### src/rtl/seq_ripple_adder.sv
// Multi-cycle ripple-carry adder: WIDTH-bit operands summed CHUNK bits per clock, LSB chunk first.
// Define SEQ_ADDER_SUB_EN to add the `sub` port (a-b via inverted b and carry-in of 1).
module seq_ripple_adder #(
  parameter int WIDTH = 16,
  parameter int CHUNK = 4
) (
  input  logic             clk,
  input  logic             rst,
  input  logic             in_valid,
  output logic             in_ready,
  input  logic [WIDTH-1:0] a,
  input  logic [WIDTH-1:0] b,
`ifdef SEQ_ADDER_SUB_EN
  input  logic             sub,
`endif
  output logic             out_valid,
  input  logic             out_ready,
  output logic [WIDTH-1:0] sum,
  output logic             carry_out
);

  // state | meaning
  // IDLE  | waiting for operands, in_ready high
  // RUN   | one chunk added per edge, N edges
  // DONE  | result held until out_ready
  localparam int N     = WIDTH / CHUNK;
  localparam int CNT_W = (N > 1) ? $clog2(N) : 1;
  localparam logic [CNT_W-1:0] CNT_LAST = CNT_W'(N - 1);

  typedef enum logic [1:0] {IDLE, RUN, DONE} state_t;

  state_t           state_q, state_d;
  logic [WIDTH-1:0] a_q, b_q, sum_q;
  logic             carry_q, carry_out_q, out_valid_q;
  logic [CNT_W-1:0] cnt_q;
  logic [CHUNK:0]   chunk_sum;
  logic             accept, sub_in;

`ifdef SEQ_ADDER_SUB_EN
  assign sub_in = sub;
`else
  assign sub_in = 1'b0;
`endif

  assign in_ready  = (state_q == IDLE) && !rst;
  assign accept    = in_valid && in_ready;
  assign out_valid = out_valid_q;
  assign sum       = sum_q;
  assign carry_out = carry_out_q;

  assign chunk_sum = {1'b0, a_q[CHUNK-1:0]} + {1'b0, b_q[CHUNK-1:0]} + {{CHUNK{1'b0}}, carry_q};

  always_ff @(posedge clk) begin
    if (rst) state_q <= IDLE;
    else     state_q <= state_d;
  end

  always_comb begin
    state_d = state_q;
    case (state_q)
      IDLE:    if (accept) state_d = RUN;
      RUN:     if (cnt_q == CNT_LAST) state_d = DONE;
      DONE:    if (out_ready) state_d = IDLE;
      default: state_d = IDLE;
    endcase
  end

  always_ff @(posedge clk) begin
    if (rst) begin
      a_q         <= '0;
      b_q         <= '0;
      sum_q       <= '0;
      carry_q     <= 1'b0;
      carry_out_q <= 1'b0;
      out_valid_q <= 1'b0;
      cnt_q       <= '0;
    end else begin
      case (state_q)
        IDLE: begin
          if (accept) begin
            a_q     <= a;
            b_q     <= sub_in ? ~b : b;
            carry_q <= sub_in;
            cnt_q   <= '0;
          end
        end
        RUN: begin
          // Chunk result enters at the MSB end so after N steps the LSB chunk sits at bit 0.
          a_q     <= a_q >> CHUNK;
          b_q     <= b_q >> CHUNK;
          sum_q   <= (sum_q >> CHUNK) | (WIDTH'(chunk_sum[CHUNK-1:0]) << (WIDTH - CHUNK));
          carry_q <= chunk_sum[CHUNK];
          cnt_q   <= cnt_q + 1'b1;
          if (cnt_q == CNT_LAST) begin
            carry_out_q <= chunk_sum[CHUNK];
            out_valid_q <= 1'b1;
          end
        end
        DONE: begin
          if (out_ready) out_valid_q <= 1'b0;
        end
        default: ;
      endcase
    end
  end

endmodule

### config.mk
export PLATFORM = sky130hd
export DESIGN_NAME = seq_ripple_adder
export DESIGN_NICKNAME = d
export VERILOG_FILES = /design/src/rtl/seq_ripple_adder.sv
export SDC_FILE = /design/constraint.sdc
export NUM_CORES = 1
export LEC_CHECK = 0
export ABC_AREA = 1
export CORE_ASPECT_RATIO = 1.25
export CORE_MARGIN = 5
export CORE_UTILIZATION = 32
export DETAILED_ROUTE_END_ITERATION = 10
export SYNTH_ARGS = -nofsm -noshare
export SYNTH_HDL_FRONTEND = slang
export SYNTH_SLANG_ARGS = --single-unit
### constraint.sdc
create_clock -name clk -period 2 [get_ports clk]
set_clock_uncertainty 0.05 [all_clocks]
set_input_delay 0.2 -clock clk [delete_from_list [all_inputs] [get_ports clk]]
set_output_delay 0.2 -clock clk [all_outputs]
set_load 0.01 [all_outputs]
Word level (Yosys, flattened, before mapping):

Cells that the tools add are included.

* equality and inequality tests: 6
* $add $sub $neg: 3
* bitwise operators: 1
* mux-type cells: 15
* reductions and logical operators: 10

Operators with widths (count)
* $pmux 16 s2: 2
* $mux 16: 2
* $or 12x16->16: 1
* $mux 2: 4
* $ne 2x2->1 const B: 3
* $pmux 2 s3: 1
* $reduce_and 3->1: 2
* $add 4x4->5: 1
* $add 5x1->5: 1
* $eq 2x2->1 const B: 2
* $pmux 1 s2: 2
* $pmux 2 s2: 1
* $reduce_and 2->1: 2
* $reduce_bool 2->1: 2
* $mux 1: 3
* $add 2x1->2 const B: 1
* $eq 2x1->1 const B: 1
* $logic_and 1x1->1: 2
* $logic_not 2->1: 1
* $logic_not 1->1: 1

* output and inout port bits: 19
* word-level logic and storage cells: 43
* flip-flop bits (word level): 55

Longest topological paths before layout:

* word-level depth: 5
* mapped depth: 7
* mapped depth without buffers: 7

Worst setup path after synthesis:

No wires, ideal clock.

* path type: register -> register
* start: register a_q[0]
* end: register sum_q[13] (netlist: sum[13])
* cell stages (with the launch flop): 5
* setup slack: 0.534 ns
* required time: 1.875 ns
* buffers on the path: 0
* arrival: 1.342 ns
* cells stage by stage: dfxtp_1 > fa_1 > inv_1 > fa_1 > o22ai_1

* longest elaborated chain between the ends: 3

RTL lines
* from (decl): RTL line 33 `logic [WIDTH-1:0] a_q, b_q, sum_q;`
* from (signal assigned): RTL line 89 `a_q <= a_q >> CHUNK;`
* $add 4x4->5: RTL line 51 `assign chunk_sum = {1'b0, a_q[CHUNK-1:0]} + {1'b0, b_q[CHUNK-1:0]} + {{CHUNK{1'b0}}, carry_q};`
* $add 5x1->5: RTL line 51
* $or 12x16->16: RTL line 91 `sum_q <= (sum_q >> CHUNK) | (WIDTH'(chunk_sum[CHUNK-1:0]) << (WIDTH - CHUNK));`
* to (signal assigned): RTL line 91
* to (decl): RTL line 33

No other way between the ends.
A chain may end at the register's enable or synchronous reset.

Worst setup path after layout:

* start: register state_q[1]
* end: output port in_ready

* longest elaborated chain between the ends: 2

RTL lines
* from (decl): RTL line 32 `state_t state_q, state_d;`
* from (signal assigned): RTL line 55 `else state_q <= state_d;`
* $logic_not 2->1: RTL line 45 `assign in_ready = (state_q == IDLE) && !rst;`
* $logic_and 1x1->1: RTL line 45
* to (decl): RTL line 10 `output logic in_ready,`

No other way between the ends.

==> impl_results.md <==
- Outcome: finished, final reports clean
- Chip height: 106 microns
- Routability cong.: 0.760
- CTS resizes: 0
- Largest cells by area after synthesis: dfxtp_1 (46%), nor3_2 (8.4%), nor2_1 (7.7%)
- Top-count cell post-synth: dfxtp_1
- Top post-synthesis cells by count: dfxtp_1 (55), nor2_1 (49), o21ai_0 (31)
- First-pass GRT wire length: 8940 microns
- Nets: 373
- Ant diodes: 0
- Multi-input gate area: 1090 sq um
- Leak: 1.14 nW
- Synthesis-stage register bit count: 55
- Vias per cell: 4.65
- Top Ports: 55
- Sw power: 0.691 mW
- Number of H-tree levels: 2
- Ys async rst share: 0%
- CP delay by family, top: buffers and inverters
- Period utilization: 87.7%
- Largest net degree at the start of global routing: 26
- Number of buffers added on ports: 54
- Fillers: 741
- CTS tree: built
- Initial Util: 32.5%
- Final hold slack: 0.412 ns
- Avg Cell Area, Syn: 8.59 sq um
- Core Rows: 35
- EDFF count, synth: 0
- Worst path max stage delay: 0.57 ns
- Final TNS setup: 0 ns
- Yosys top cell area share: 46.3%
- Core area: 7310 sq um
- Initial DRC Count: 60
- Crit path arrival time: 1.50 ns
- WS Path Type: flip-flop to primary output
- Int Pwr: 1.78 mW
- CTS root buf: clkbuf_8
- Clock tree buffer depth: 2
- Post-synthesis sequential area ratio: 46.3%
- Pwr Density: 794 nW/um^2
- Fin. Hold Viols: 0
- Critical-path cell list: nor3_2, clkdlybuf4s50_1
- Crit path max fanout: 5
- Gr usage total: 12.0%
- Routed wire per std cell: 12.5 microns
- Post-Place Cells: 416
- Final Non-Filler Cells: 424
- Max Slew Vio Count: 0
- Post-CTS Hold Fix Bufs: 0
- Startpoint Class: flip-flop
- Data required, critical path: 1.75 ns
- Overflow after GRT: 0
- Vias in the first global route: 1901
- Synth Warn #: 0
- Unrepaired setup endpoints after global routing: no
- Share of cells above drive strength 1: 16.6%
- Sink Count: 55
- Fmax achieved: 0.570 GHz
- CTS Buf Count: 5
- Predominant post-synthesis flop cell: dfxtp_1
- WL final: 5300 microns
- Clock Latency Late Sink: 0.31 ns
- Die Area: 9270 sq um
- Synth area leader: dfxtp_1
- DP Wirelength: 4100 microns
- Net Count, Synth: 319
- Crit end category: primary output
- Vias: 1970
- Post-Syn Area: 2380 sq um
- Pwr Total: 2.47 mW
- Logic pwr share: 19.5%
- # DRC: 0
- HP Class: flip-flop to flip-flop
- Mapped Cells: 277
- Crit path max-delay cell type: clkdlybuf4s50_1
- Slew margin rel.: 69.4%
- Register area: 1100 sq um
- Buffer count from post-CTS setup fixing: 0
- Net Sw Frac: 27.9%
- Part of the power in registers: 50.0%
- ANT nets after route: 0
- Drt pass-1 iters: 4
- Clock slew at reported path FFs: 0.10 ns
- Antenna violations before repair: 0
- Maxcap violations: 0
- VDD IR max: 0.406 mV
- Final min period: 1.75 ns
- Part of the power in the clock network: 30.5%
- Chip Width: 87.1 microns
- Final setup vio count: 0
- Area Growth Syn to Fin: 31.0%
- Worst Tran Pin Value: 0.457 ns
- CP bufs+invs: 1
- Netlist cell types: 30
[through the flow]
step	worst slack (ns)	area, sq um	utilization (%)
final	0.246	3120	42.6
after global routing	0.170	3120	42.6
after CTS	0.226	3120	42.6
after detailed placement	0.231	3000	41.0
after global placement	0.286	3000	41.0
after floorplan	0.534	2380	-
[power by group through the flow]
stage / combinational, mW / sequential, mW / clock (mW)
after global placement: 0.484 / 1.26 / 0
after global routing: 0.545 / 1.25 / 0.819
final: 0.483 / 1.24 / 0.754
after CTS: 0.491 / 1.24 / 0.778
after detailed placement: 0.490 / 1.26 / 0
after floorplan: 0.319 / 1.26 / 0
[metal layers]
layer | vias up | part of all wire [%] | track usage (%) | wire length [microns]
met2 | 39 | 51 | 20.0 | 2690
met1 | 898 | 43 | 15.3 | 2310
met5 | - | 0 | 0 | 0
met4 | 0 | 1.8 | 4.93 | 97
met3 | 7 | 3.9 | 1.78 | 207
li1 | 1026 | - | - | -
[layout make-up]
class                           instances  share of cell area [%]
Sequential cell                        55                    35.3
Multi-Input combinational cell        182                    35.0
Timing Repair Buffer                   62                    19.3
Tap cell                               92                    3.69
Inverter                               25                    3.01
Clock buffer                            5                    2.21
Clock inverter                          3                    1.52
[layout by cell type, fill, tap and decap left out, drive strengths merged]
master and instances:
dfxtp 55, clkdlybuf4s50 54, nor2 51, o21ai 33, inv 26, nor3 25
nand2 20, nand3 17, a21oi 16, o22ai 10, buf 8, clkbuf 5
ha 4, fa 2, nand4 1, o31ai 1, xor2 1, nand3b 1
bufinv 1, clkinv 1
[kinds of logic (layout without fill, tap and decap cells)]
family | count (synthesis) | in the layout | synth area share [%]
xor+xnor | 1 | 1 | 0.368
simple gates | 115 | 115 | 26.6
compound gates | 60 | 60 | 15.1
fa+ha+maj | 6 | 6 | 3.79
buf+inv | 40 | 95 | 7.89
flops | 55 | 55 | 46.3
[path summary, 6_finish.rpt]
path	from	endpoint	slack [ns]	depth (start not counted)
setup / recovery	state_q[1]$_SDFFE_PP0P_	in_ready	0.25	2
hold / removal	cnt_q[0]$_SDFFE_PP0P_	cnt_q[0]$_SDFFE_PP0P_	0.41	1
setup reg to reg	a_q[0]$_SDFFE_PP0P_	carry_q$_SDFFE_PP0P_	0.37	6
hold reg to reg	cnt_q[0]$_SDFFE_PP0P_	cnt_q[0]$_SDFFE_PP0P_	0.41	1
[registers in the layout, summed over array words and instances, names as in the netlist]
name / cells
carry_out: 1
carry_q: 1
a_q: 16
state_q: 2
b_q: 16
cnt_q: 2
out_valid: 1
sum: 16
No activity file was read; power rests on OpenSTA's default activity.
